==> config.mk <==
export PLATFORM = sky130hd
export DESIGN_NAME = memory_access_arbiter_flat
export DESIGN_NICKNAME = d
export VERILOG_FILES = /design/src/rtl/memory_access_arbiter_if.sv /design/src/rtl/memory_access_arbiter.sv /design/src/flat_wrapper.sv
export SDC_FILE = /design/constraint.sdc
export NUM_CORES = 1
export LEC_CHECK = 0
export ABC_CLOCK_PERIOD_IN_PS = 2700
export CORE_AREA = 4 4 107 109
export CTS_CLUSTER_DIAMETER = 200
export DETAILED_ROUTE_END_ITERATION = 16
export DIE_AREA = 0 0 111 113
export PLACE_DENSITY = 0.71
export REMOVE_ABC_BUFFERS = 1
export SYNTH_ARGS = -nofsm -noshare
export SYNTH_HDL_FRONTEND = slang
export SYNTH_SLANG_ARGS = --single-unit
==> constraint.sdc <==
create_clock -name clock -period 2.7 [get_ports clock]
set_input_delay 0.27 -clock clock [delete_from_list [all_inputs] [get_ports clock]]
set_output_delay 0.27 -clock clock [all_outputs]
set_load 0.005 [all_outputs]
==> src/rtl/memory_access_arbiter_if.sv <==
// Bundles the fetch, data and memory handshake channels that meet at the memory access arbiter.
// The slave modport is the arbiter's view; master is the view of everything around it.
interface memory_access_arbiter_if #(
    parameter int DATA_WIDTH = 32
);
    logic                  instruction_request;
    logic [DATA_WIDTH-1:0] instruction_address;
    logic                  instruction_address_ok;
    logic                  instruction_data_ok;
    logic [DATA_WIDTH-1:0] instruction_read_data;

    logic                  data_request;
    logic                  data_write;
    logic [3:0]            data_byte_enable;
    logic [DATA_WIDTH-1:0] data_address;
    logic [DATA_WIDTH-1:0] data_write_data;
    logic                  data_address_ok;
    logic                  data_data_ok;
    logic [DATA_WIDTH-1:0] data_read_data;

    logic                  memory_request;
    logic                  memory_write;
    logic [3:0]            memory_byte_enable;
    logic [DATA_WIDTH-1:0] memory_address;
    logic [DATA_WIDTH-1:0] memory_write_data;
    logic                  memory_address_ok;
    logic                  memory_data_ok;
    logic [DATA_WIDTH-1:0] memory_read_data;

    modport slave (
        input  instruction_request, instruction_address,
        output instruction_address_ok, instruction_data_ok, instruction_read_data,
        input  data_request, data_write, data_byte_enable, data_address, data_write_data,
        output data_address_ok, data_data_ok, data_read_data,
        output memory_request, memory_write, memory_byte_enable, memory_address, memory_write_data,
        input  memory_address_ok, memory_data_ok, memory_read_data
    );

    modport master (
        output instruction_request, instruction_address,
        input  instruction_address_ok, instruction_data_ok, instruction_read_data,
        output data_request, data_write, data_byte_enable, data_address, data_write_data,
        input  data_address_ok, data_data_ok, data_read_data,
        input  memory_request, memory_write, memory_byte_enable, memory_address, memory_write_data,
        output memory_address_ok, memory_data_ok, memory_read_data
    );
endinterface

==> src/rtl/memory_access_arbiter.sv <==
// Shares one SRAM-like memory port between instruction fetch and data access, one transaction at a time.
// Data wins ties unless it has already won DATA_STREAK_LIMIT times in a row while a fetch was waiting.
module memory_access_arbiter #(
    parameter int DATA_WIDTH        = 32,
    parameter int DATA_STREAK_LIMIT = 4
) (
    input  logic                    clock,
    input  logic                    reset_n,
    memory_access_arbiter_if.slave  bus
);
    localparam int STREAK_WIDTH = $clog2(DATA_STREAK_LIMIT + 1);
    localparam logic [STREAK_WIDTH-1:0] STREAK_MAX = STREAK_WIDTH'(DATA_STREAK_LIMIT);
    localparam logic [DATA_WIDTH-1:0]   ZERO_WORD  = '0;

    typedef enum logic [1:0] {IDLE, REQUEST, WAIT_DATA} state_t;
    typedef enum logic {OWNER_INSTRUCTION, OWNER_DATA} owner_t;

    state_t                  state_q, state_d;
    owner_t                  owner_q, owner_d;
    logic [STREAK_WIDTH-1:0] data_streak_q, data_streak_d;
    logic                    data_wins;
    logic                    owner_is_data;

    assign owner_is_data = (owner_q == OWNER_DATA);
    assign data_wins = bus.data_request &&
                       (!bus.instruction_request || (data_streak_q != STREAK_MAX));

    always_comb begin
        state_d       = state_q;
        owner_d       = owner_q;
        data_streak_d = data_streak_q;
        case (state_q)
            IDLE: begin
                if (bus.instruction_request || bus.data_request) begin
                    state_d = REQUEST;
                    if (data_wins) begin
                        owner_d = OWNER_DATA;
                        if (!bus.instruction_request) begin
                            data_streak_d = '0;
                        end else if (data_streak_q != STREAK_MAX) begin
                            data_streak_d = data_streak_q + 1'b1;
                        end
                    end else begin
                        owner_d       = OWNER_INSTRUCTION;
                        data_streak_d = '0;
                    end
                end
            end
            REQUEST: begin
                if (bus.memory_address_ok) begin
                    state_d = WAIT_DATA;
                end
            end
            WAIT_DATA: begin
                if (bus.memory_data_ok) begin
                    state_d = IDLE;
                end
            end
            default: state_d = IDLE;
        endcase
    end

    always_ff @(posedge clock or negedge reset_n) begin
        if (!reset_n) begin
            state_q       <= IDLE;
            owner_q       <= OWNER_INSTRUCTION;
            data_streak_q <= '0;
        end else begin
            state_q       <= state_d;
            owner_q       <= owner_d;
            data_streak_q <= data_streak_d;
        end
    end

    // Handshake pulses and the memory-side mux must be combinational so the owner sees them in the same cycle.
    always_comb begin
        bus.memory_request         = 1'b0;
        bus.memory_write           = 1'b0;
        bus.memory_byte_enable     = 4'b0000;
        bus.memory_address         = ZERO_WORD;
        bus.memory_write_data      = ZERO_WORD;
        bus.instruction_address_ok = 1'b0;
        bus.instruction_data_ok    = 1'b0;
        bus.instruction_read_data  = ZERO_WORD;
        bus.data_address_ok        = 1'b0;
        bus.data_data_ok           = 1'b0;
        bus.data_read_data         = ZERO_WORD;
        case (state_q)
            REQUEST: begin
                bus.memory_request = 1'b1;
                if (owner_is_data) begin
                    bus.memory_write       = bus.data_write;
                    bus.memory_byte_enable = bus.data_byte_enable;
                    bus.memory_address     = bus.data_address;
                    bus.memory_write_data  = bus.data_write_data;
                    bus.data_address_ok    = bus.memory_address_ok;
                end else begin
                    bus.memory_address         = bus.instruction_address;
                    bus.instruction_address_ok = bus.memory_address_ok;
                end
            end
            WAIT_DATA: begin
                if (bus.memory_data_ok) begin
                    if (owner_is_data) begin
                        bus.data_data_ok   = 1'b1;
                        bus.data_read_data = bus.memory_read_data;
                    end else begin
                        bus.instruction_data_ok   = 1'b1;
                        bus.instruction_read_data = bus.memory_read_data;
                    end
                end
            end
            default: ;
        endcase
    end
endmodule

==> src/flat_wrapper.sv <==
// flat-port wrapper written by rule: the top's interface ports become plain ports
module memory_access_arbiter_flat 
#(
    parameter int DATA_WIDTH        = 32,
    parameter int DATA_STREAK_LIMIT = 4
)
  (clock, reset_n, bus_instruction_request, bus_instruction_address, bus_instruction_address_ok, bus_instruction_data_ok, bus_instruction_read_data, bus_data_request, bus_data_write, bus_data_byte_enable, bus_data_address, bus_data_write_data, bus_data_address_ok, bus_data_data_ok, bus_data_read_data, bus_memory_request, bus_memory_write, bus_memory_byte_enable, bus_memory_address, bus_memory_write_data, bus_memory_address_ok, bus_memory_data_ok, bus_memory_read_data);
  memory_access_arbiter_if #(.DATA_WIDTH(DATA_WIDTH)) bus_i ();
  input  logic clock;
  input  logic reset_n;
  input wire logic [$bits(bus_i.instruction_request)-1:0] bus_instruction_request;
  input wire logic [$bits(bus_i.instruction_address)-1:0] bus_instruction_address;
  output wire logic [$bits(bus_i.instruction_address_ok)-1:0] bus_instruction_address_ok;
  output wire logic [$bits(bus_i.instruction_data_ok)-1:0] bus_instruction_data_ok;
  output wire logic [$bits(bus_i.instruction_read_data)-1:0] bus_instruction_read_data;
  input wire logic [$bits(bus_i.data_request)-1:0] bus_data_request;
  input wire logic [$bits(bus_i.data_write)-1:0] bus_data_write;
  input wire logic [$bits(bus_i.data_byte_enable)-1:0] bus_data_byte_enable;
  input wire logic [$bits(bus_i.data_address)-1:0] bus_data_address;
  input wire logic [$bits(bus_i.data_write_data)-1:0] bus_data_write_data;
  output wire logic [$bits(bus_i.data_address_ok)-1:0] bus_data_address_ok;
  output wire logic [$bits(bus_i.data_data_ok)-1:0] bus_data_data_ok;
  output wire logic [$bits(bus_i.data_read_data)-1:0] bus_data_read_data;
  output wire logic [$bits(bus_i.memory_request)-1:0] bus_memory_request;
  output wire logic [$bits(bus_i.memory_write)-1:0] bus_memory_write;
  output wire logic [$bits(bus_i.memory_byte_enable)-1:0] bus_memory_byte_enable;
  output wire logic [$bits(bus_i.memory_address)-1:0] bus_memory_address;
  output wire logic [$bits(bus_i.memory_write_data)-1:0] bus_memory_write_data;
  input wire logic [$bits(bus_i.memory_address_ok)-1:0] bus_memory_address_ok;
  input wire logic [$bits(bus_i.memory_data_ok)-1:0] bus_memory_data_ok;
  input wire logic [$bits(bus_i.memory_read_data)-1:0] bus_memory_read_data;
  assign bus_i.instruction_request = bus_instruction_request;
  assign bus_i.instruction_address = bus_instruction_address;
  assign bus_instruction_address_ok = bus_i.instruction_address_ok;
  assign bus_instruction_data_ok = bus_i.instruction_data_ok;
  assign bus_instruction_read_data = bus_i.instruction_read_data;
  assign bus_i.data_request = bus_data_request;
  assign bus_i.data_write = bus_data_write;
  assign bus_i.data_byte_enable = bus_data_byte_enable;
  assign bus_i.data_address = bus_data_address;
  assign bus_i.data_write_data = bus_data_write_data;
  assign bus_data_address_ok = bus_i.data_address_ok;
  assign bus_data_data_ok = bus_i.data_data_ok;
  assign bus_data_read_data = bus_i.data_read_data;
  assign bus_memory_request = bus_i.memory_request;
  assign bus_memory_write = bus_i.memory_write;
  assign bus_memory_byte_enable = bus_i.memory_byte_enable;
  assign bus_memory_address = bus_i.memory_address;
  assign bus_memory_write_data = bus_i.memory_write_data;
  assign bus_i.memory_address_ok = bus_memory_address_ok;
  assign bus_i.memory_data_ok = bus_memory_data_ok;
  assign bus_i.memory_read_data = bus_memory_read_data;
  memory_access_arbiter #(.DATA_WIDTH(DATA_WIDTH), .DATA_STREAK_LIMIT(DATA_STREAK_LIMIT)) u_core (.clock(clock), .reset_n(reset_n), .bus(bus_i));
endmodule
# Word-level counts from Yosys, hierarchy flattened
# Cells that the tools add are included.
# Widths: inputs -> output; s select.
# op_classes
muxes	33
addsub	1
n_reduce_logical	8
eq_ne	7
# op_table
cell	n
$mux 32	10
$mux 1	14
$mux 3	3
$mux 4	2
$mux 2	3
$ne 3x3->1 const B	2
$pmux 2 s3	1
$reduce_and 3->1	2
$ne 2x2->1 const B	2
$add 3x1->3 const B	1
$eq 2x1->1 const B	1
$eq 2x2->1 const B	1
$logic_not 2->1	1
$logic_or 1x1->1	2
$ne 2x1->1 const B	1
$reduce_and 2->1	1
$logic_and 1x1->1	1
$logic_not 1->1	1
# word_totals
output_inout_bits	138
register_bits	6
elab_cells	52
in_bits	139

# Longest topological paths before layout
# logic_depth
word_depth	5
depth_mapped	6
depth_no_buf	5

# Worst setup path before layout
# Ideal clock, no wire load.
# synth_path
path_kind	reg-to-output
startpoint	register u_core.state_q[0]
endpoint	output port bus_instruction_read_data[22]
setup_slack_ns	1.297
stages_incl_launch_ff	5
t_required_ns	2.430
arrival_ns	1.133
n_path_buf	1
path_cell_list	dfrtp_1 -> nand2b_4 -> nor3b_4 -> buf_6 -> and2_1
# synth_between
elab_chain_len	2
# synth_rtl
item	line_no	rtl
from (decl)	memory_access_arbiter.sv:18	state_t state_q, state_d;
from (signal assigned)	memory_access_arbiter.sv:69	state_q <= state_d;
$eq 2x2->1	memory_access_arbiter.sv:88	case (state_q)
$mux 32	memory_access_arbiter.sv:88	
to (decl)	flat_wrapper.sv:15	output wire logic [$bits(bus_i.instruction_read_data)-1:0] bus_instruction_read_data;
# Every way passes these cells.

# Worst setup path after layout
# layout_path
startpoint	register u_core.state_q[1]
endpoint	output port bus_memory_write_data[5]
# layout_between
elab_chain_len	2
# layout_rtl
item	line_no	rtl
$eq 2x1->1	memory_access_arbiter.sv:88	
$mux 32	memory_access_arbiter.sv:88	
to (decl)	flat_wrapper.sv:28	output wire logic [$bits(bus_i.memory_write_data)-1:0] bus_memory_write_data;
# Every way passes these cells.

==> metrics.txt <==
commonest non-fill, non-tap cell in the layout=clkdlybuf4s50_1; vias after detailed routing=2,544; DRC violations left=0; hold violation count in the final report=0; critical path endpoint category=primary output; final number of max-transition violations=0; async set-reset flop share out of synthesis=100%; core area=10,600 um^2; number of global-route vias before repair=2,577; max_slew headroom=around three fifths; maximum count of clock buffers along a single path=2; critical path start-end classification=register to primary output; DRT antenna net count=0; share of layout cells above drive strength 1=between 2 and 2.5%; average vias per placed instance=4.08; cts bufs inserted=3; hold buffer count at CTS=0; number of synthesized flops with an enable pin=0; total congestion overflow=0; number of standard cells after synthesis=221; Setup TNS=0 ps; final worst hold slack=295 ps; worst-skew pair later-pin latency=230 ps; CTS Sinks=6; Max Fclk=0.421 GHz; H-Tree Depth=1; initial antenna violation count=0; post-synthesis to final-layout area growth=185%; Routed wire per std cell=~15 um; layout net count=between 600 and 700; root buf cell=clkbuf_8; Leakage=between 0.0015 and 0.002 uW; number of diodes added for antenna fixing=0; power density over the cells=563 nW/um^2; I/O pin cnt=277; Initial Utilization=14.7%; CP max FO=40; run status=finished, final reports clean; clock slew at the register clock pins of the worst setup and hold paths=40 ps; final setup violating endpoints=0; most common flop cell mapped by yosys=dfrtp_1; final worst-path cycle share=88.1%; width of the chip=approximately 110 um; cell area after synthesis=1560 um^2; distinct cell type count of the synthesized netlist=29; setup repair after global routing missed its margin=false; required time at the worst-slack endpoint=approximately 2400 ps; Iter 0 DRT Violations=134; maxcap violations=0; total global routing track utilization=13.5%; setup bufs post-CTS=0; leading cell types in the layout, fill and taps excluded=clkdlybuf4s50_1, and2_1, and3_1, nor2_1, mux2i_1; sum of routed wire length over all layers=9250 um; min Tclk post-route=between 2000 and 2500 ps; count of input and output buffers=276; Die H=113 um; TritonCTS clock tree=built; sequential fraction of the synthesis area=9.62%; HP Class=primary input to async pin; global-route wire length before repair=approximately 14,000 um; worst-margin pin slew=600 ps; Placement Rows=38; register bit count reported by yosys=6; gpl congestion=0.835; final total power=2510 uW; sort of element at the start of the critical path=register; Worst Clk Skew=between 7 and 8 ps; Detailed Place HPWL=approximately 8200 um; syn avg cell area=7.07 um^2; pin count of the biggest net entering global routing=73; warning count from the yosys run=0; worst IR drop on VDD=0.335 mV; worst endpoint data arrival time=2110 ps; Gates resized, CTS repair=0; die outline area=~13,000 um^2; TritonRoute pass-1 iters=4
==> power breakdown <==
group	total (uW)	switching, uW	internal [uW]
combinational	2190	890	1300
clock	144	42.6	102
sequential	176	46.1	130
==> stage by stage <==
step / cells / cell area (um^2) / worst slack (ps) / utilization, %
CTS: 623 / 4450 / 349 / 42.0
global route: 623 / 4450 / 235 / 42.0
floorplan: 199 / 1430 / -155 / -
global placement: 619 / 4410 / 511 / 41.6
finish: 623 / 4450 / 323 / 42.0
detailed placement: 619 / 4410 / 478 / 41.6
==> cells by family after synthesis <==
family	share of synthesized area (%)
simple gates	54.6
compound gates	3.61
mux	21.2
buf+inv	9.29
flops	9.62
fa+ha+maj	1.60
==> cell usage after synthesis (2+ instances only) <==
cell | number | area, um^2
nor2_1 | 34 | 128
clkbuf_2 | 2 | 10.0
inv_1 | 2 | 7.51
ha_1 | 2 | 25.0
o21ai_0 | 2 | 10.0
buf_2 | 9 | 45.0
buf_6 | 3 | 33.8
and2_1 | 64 | 400
dfrtp_1 | 6 | 150
nand2_1 | 3 | 11.3
and3_1 | 38 | 238
mux2i_1 | 32 | 320
clkbuf_1 | 4 | 15.0
buf_4 | 4 | 30.0
a22o_1 | 2 | 17.5
==> sequential cells by signal, indices dropped and copies added (netlist names) <==
signal                cells
u_core.data_streak_q      3
u_core.state_q            2
u_core.owner_is_data      1
==> path summary, 6_finish.rpt <==
path / end / slack [ps] / cells after the start / startpoint
min in group clock: u_core.data_streak_q[1] / 550 / 1 / u_core.data_streak_q[1]
worst min register to register: u_core.data_streak_q[1] / 550 / 1 / u_core.data_streak_q[1]
worst max register to register: u_core.state_q[1] / 1320 / 4 / u_core.state_q[1]
worst max-delay path: bus_memory_write_data[5] / 320 / 4 / u_core.state_q[1]
worst min-delay path: u_core.data_streak_q[0] / 300 / 1 / reset_n
max in group asynchronous: u_core.owner_is_data / 2160 / 1 / reset_n
==> worst max-delay path: stages (launching register included) <==
cell	delay, ps
dfrtp_1	430
nand2b_1	200
inv_2	440
and3_1	240
clkdlybuf4s50_1	540
==> layout make-up <==
| type | instances | area [um^2] |
|---|---|---|
| Fill cell | 1032 | 6150 |
| Timing Repair Buffer | 280 | 2810 |
| Multi-Input combinational cell | 190 | 1270 |
| Tap cell | 140 | 175 |
| Sequential cell | 6 | 151 |
| Clock buffer | 4 | 45.0 |
| Inverter | 3 | 11.3 |
==> metal layers <==
metal | part of all wire, % | routed length, um | vias up | global-route usage (%)
li1 | - | - | 1258 | -
met1 | 36 | 3310 | 1107 | 13.7
met2 | 53 | 4920 | 171 | 27.7
met3 | 10 | 950 | 8 | 3.64
met4 | 0.70 | 65 | 0 | 2.22
met5 | 0 | 0 | - | 0
No activity file was read; power rests on OpenSTA's default activity.
==> RTL change 1 (config.mk and constraints unchanged) <==
`DATA_STREAK_LIMIT` is set to 4 in 2 places; all go to 2.
--- a/src/rtl/memory_access_arbiter.sv
+++ b/src/rtl/memory_access_arbiter.sv
@@ -2,7 +2,7 @@
 // Data wins ties unless it has already won DATA_STREAK_LIMIT times in a row while a fetch was waiting.
 module memory_access_arbiter #(
     parameter int DATA_WIDTH        = 32,
-    parameter int DATA_STREAK_LIMIT = 4
+    parameter int DATA_STREAK_LIMIT = 2
 ) (
     input  logic                    clock,
     input  logic                    reset_n,
--- a/src/flat_wrapper.sv
+++ b/src/flat_wrapper.sv
@@ -2,7 +2,7 @@
 module memory_access_arbiter_flat 
 #(
     parameter int DATA_WIDTH        = 32,
-    parameter int DATA_STREAK_LIMIT = 4
+    parameter int DATA_STREAK_LIMIT = 2
 )
   (clock, reset_n, bus_instruction_request, bus_instruction_address, bus_instruction_address_ok, bus_instruction_data_ok, bus_instruction_read_data, bus_data_request, bus_data_write, bus_data_byte_enable, bus_data_address, bus_data_write_data, bus_data_address_ok, bus_data_data_ok, bus_data_read_data, bus_memory_request, bus_memory_write, bus_memory_byte_enable, bus_memory_address, bus_memory_write_data, bus_memory_address_ok, bus_memory_data_ok, bus_memory_read_data);
   memory_access_arbiter_if #(.DATA_WIDTH(DATA_WIDTH)) bus_i ();
Check against the original RTL: not equivalent (Yosys sat finds a counterexample within 10 cycles, from zero or initial values and one cycle with reset_n low).
==> RTL change 1 against the original RTL <==
- setup slack gained 30 ps
- critical endpoint is now bus_data_address_ok
- global-route usage shrank 0.98 points
- power shrank 3.2%
- critical path depth is the same
- non-clock buffer count shrank 1
- routed wire length shrank 4.8%
- largest cell class unchanged
- sequential cell count shrank 1
- design area shrank 1.3%
- area after synthesis shrank 3.5%
==> RTL change 1: results (changes against the original RTL) <==
stage,metric,value,unit,change
timing,fin crit period,2350,ps,-29.5 ps
route,WL met3,1110,microns,+17%
placement,area post-placement,0.00435,sq mm,-1.3%
global_routing,met1 usage,13.1,%,-0.67 points
timing,Worst-Margin Slew,537,ps,-63.0 ps
route,Vias/cell,4.06,,-0.65%
placement,pre-CTS setup slack,386,ps,-91.7 ps
yosys,Post-Syn Instances,215,,-2.7%
power,Peak VDD IR,444,uV,+33%
timing,Clock Skews,1.93,ps,-5.85 ps
global_routing,vias in the first global route,2542,,-1.4%
route,WL met2,4340,microns,-12%
yosys,top post-synthesis cells by count,"and2_1 (52), and3_1 (38), nor2_1 (34)",,
global_routing,GRT met2 Usage,23.8,%,-3.9 points
route,Avg WL per Cell,14.3,microns,-3.7%
yosys,part of the Yosys area used for sequential elements,8.31,%,-1.3 points
global_routing,first-pass GRT wire length,13000,microns,-5.7%
finish,layout cells sized above 1,4.83,%,+2.3 points
outcome,outcome,"complete, no violations",,
finish,Nets,617,,-1.3%
route,final WL,8800,microns,-4.8%
placement,RePlAce Congestion,0.789,,-5.5%
placement,placed insts,612,,-1.1%
global_routing,GRT Overall Usage,12.6,%,-0.98 points
setup_path,CP endpoint,bus_data_address_ok,,
placement,post-DP HPWL,7750,microns,-4.9%
-- RTL change 1: report_power, final --
group	internal (mW)	leakage (nW)	switching [mW]
clock network	0.101	0.0228	0.0354
registers	0.112	0.0618	0.0497
logic	1.27	1.77	0.856
-- RTL change 1: cells by family (layout without fill, tap and decap cells) --
| kind of cell | count (synthesis) | after routing | share of synthesized area [%] |
|---|---|---|---|
| DFF | 5 | 5 | 8.31 |
| buffers and inverters | 24 | 285 | 9.05 |
| AOI/OAI and AO/OA | 7 | 7 | 3.24 |
| adders and majority gates | 1 | 1 | 0.830 |
| and+or+nand+nor | 146 | 146 | 57.3 |
| muxes | 32 | 32 | 21.3 |
-- RTL change 1: critical path, stage by stage, from the launching register on --
cell,delay [ps]
dfrtp_1,440
nand2b_1,220
inv_2,420
and3_1,250
clkdlybuf4s50_1,520
-- RTL change 1: final cells by class --
cell class / instances / area, sq um / share of cell area (%)
repair buffers: 279 / 2800 / 63.6
multi-input cells: 186 / 1240 / 28.3
well taps: 140 / 175 / 3.98
flip-flops and latches: 5 / 126 / 2.87
clock buffers: 4 / 45.0 / 1.02
inverters: 2 / 7.51 / 0.171
-- RTL change 1: how the worst min path moves through the flow --
stage                       startpoint                       to  slack [ps]
2_1_floorplan                  reset_n  u_core.data_streak_q[0]         -30
5_1_grt                        reset_n        u_core.state_q[1]         280
4_1_cts                        reset_n        u_core.state_q[1]         280
3_5_place_dp   u_core.data_streak_q[1]  u_core.data_streak_q[1]         490
6_report                       reset_n        u_core.state_q[1]         280
3_3_place_gp   u_core.data_streak_q[1]  u_core.data_streak_q[1]         480
==> RTL change 2 (same flow settings) <==
Made on the original files. Reset style: synchronous (`reset_n`), changed in one clocked block.
--- a/src/rtl/memory_access_arbiter.sv
+++ b/src/rtl/memory_access_arbiter.sv
@@ -60,7 +60,7 @@
         endcase
     end
 
-    always_ff @(posedge clock or negedge reset_n) begin
+    always_ff @(posedge clock) begin
         if (!reset_n) begin
             state_q       <= IDLE;
             owner_q       <= OWNER_INSTRUCTION;
Function: differs if reset_n is asserted again (counterexample within 4 cycles, from zero or initial values and one cycle with reset_n low); with reset_n held inactive, the same outputs for 10 cycles.
==> RTL change 2 against the original RTL <==
- setup slack worse by 83 ps
- design area decreased by 0.25%
- core utilization shrank 0.11 points
- non-clock buffer count unchanged
- critical endpoint is now bus_memory_write_data[24]
- critical path type unchanged
- routed wire length about the same
- synthesized cell count rose by 4.5%
- sequential cell count stayed put
- fmax fell by 3.4%
- area after synthesis shrank 1.5%
Power is left out: it rests on default switching activity, and per cell area and clock period it moved more than threefold.
==> RTL change 2: results (changes against the original RTL) <==
stage,metric,value,unit,change
outcome,outcome,"complete, no violations",,
yosys,count of different cell masters after synthesis,25,,-14%
cts,CTS Buffer Depth,2,,unchanged
timing,setup slack after layout,240,ps,-82.7 ps
placement,post-DP HPWL,7960,microns,-2.3%
placement,RePlAce Congestion,0.809,,-3.1%
finish,number of flip-flops in the largest register,3,,unchanged
setup_path,CP max-delay cell,dfxtp_1,,
setup_path,crit path DAT,2190,ps,+80 ps
cts,CTS resizes,0,,unchanged
yosys,top post-synthesis cells by count,"and2_1 (64), and3_1 (38), nor2_1 (36)",,
global_routing,GRT Overall Usage,13.4,%,-0.11 points
setup_path,crit path from,u_core.state_q[0],,
yosys,fraction of registers with async set/reset,0,%,-100 points
finish,layout cells sized above 1,2.24,%,-0.24 points
placement,pre-CTS setup slack,417,ps,-61.4 ps
global_routing,vias in the first global route,2594,,+0.66%
hold_path,HP Class,reg2reg,,
route,1st-pass router iterations,4,,unchanged
setup_path,Crit path largest cell delay,570,ps,+30 ps
setup_path,CP endpoint,bus_memory_write_data[24],,
cts,Worst-Skew Late Latency,220,ps,
route,initial DRC count,84,,-37%
cts,"Reg clk slew, reported paths",40,ps,about the same
route,Vias/cell,4.12,,+0.83%
setup_path,reg2reg start,u_core.state_q[0],,
setup_path,flop2flop setup slack,1250,ps,-70 ps
global_routing,initial antenna violation count,1,,+1
timing,Worst-Margin Slew,565,ps,-34.8 ps
yosys,Area contributors post-synth,"and2_1 (26%), mux2i_1 (21%), and3_1 (15%)",,
cts,clock root cell,clkbuf_8,,
route,Avg WL per Cell,14.7,microns,-1.1%
timing,Clock Skews,1.54,ps,-6.24 ps
yosys,part of the Yosys area used for sequential elements,7.81,%,-1.8 points
setup_path,Reg-to-Reg End,u_core.state_q[1],,
finish,Nets,633,,+1.3%
run,max-cap viol count,0,,unchanged
yosys,main flop type after synthesis,dfxtp_1,,
global_routing,first-pass GRT wire length,13700,microns,-0.74%
yosys,Synth Warn #,0,,unchanged
[RTL change 2: cell type report]
cell class,instances,area [sq um]
clock buffers,3,41.3
repair buffers,280,2810
flip-flops and latches,6,121
well taps,140,175
inverters,4,15.0
fillers,1064,6160
multi-input cells,197,1280
[RTL change 2: kinds of logic (layout without fill, tap and decap cells)]
kind of cell | after synthesis | count (layout) | share of synthesized area, %
muxes | 32 | 32 | 20.8
AOI/OAI and AO/OA | 10 | 10 | 4.23
and+or+nand+nor | 153 | 153 | 56.9
DFF | 6 | 6 | 7.81
buffers and inverters | 28 | 287 | 8.62
adders and majority gates | 2 | 2 | 1.63
[RTL change 2: layer usage]
metal / share of wire [%] / global-route usage, % / wire length [microns] / vias up
li1: - / - / - / 1297
met5: 0.14 / 0 / 13 / -
met1: 37 / 14.1 / 3450 / 1114
met3: 12 / 5.24 / 1070 / 10
met2: 50 / 25.8 / 4630 / 171
met4: 0.92 / 2.05 / 85 / 2
[RTL change 2: critical path, delay by kind of cell, from the launching register on]
kind,cells,cell delay [ps]
buf+inv,2,970
flops,1,570
simple gates,2,400
[RTL change 2: through the flow]
stage                     area (sq um)  std cells
after CTS                         4440        630
final                             4440        630
after global placement            4400        627
after floorplan                   1420        207
after global routing              4440        630
after detailed placement          4400        627
[RTL change 2: worst min path at each step]
| stage | startpoint | slack, ps | cells past startpoint | to |
|---|---|---|---|---|
| after CTS | u_core.data_streak_q[1] | 520 | 2 | u_core.data_streak_q[1] |
| after floorplan | bus_memory_address_ok | 390 | 1 | u_core.state_q[0] |
| after detailed placement | u_core.data_streak_q[1] | 510 | 2 | u_core.data_streak_q[1] |
| after global placement | u_core.data_streak_q[1] | 480 | 2 | u_core.data_streak_q[1] |
| after global routing | u_core.data_streak_q[1] | 550 | 2 | u_core.data_streak_q[1] |
| final | u_core.data_streak_q[1] | 510 | 2 | u_core.data_streak_q[1] |
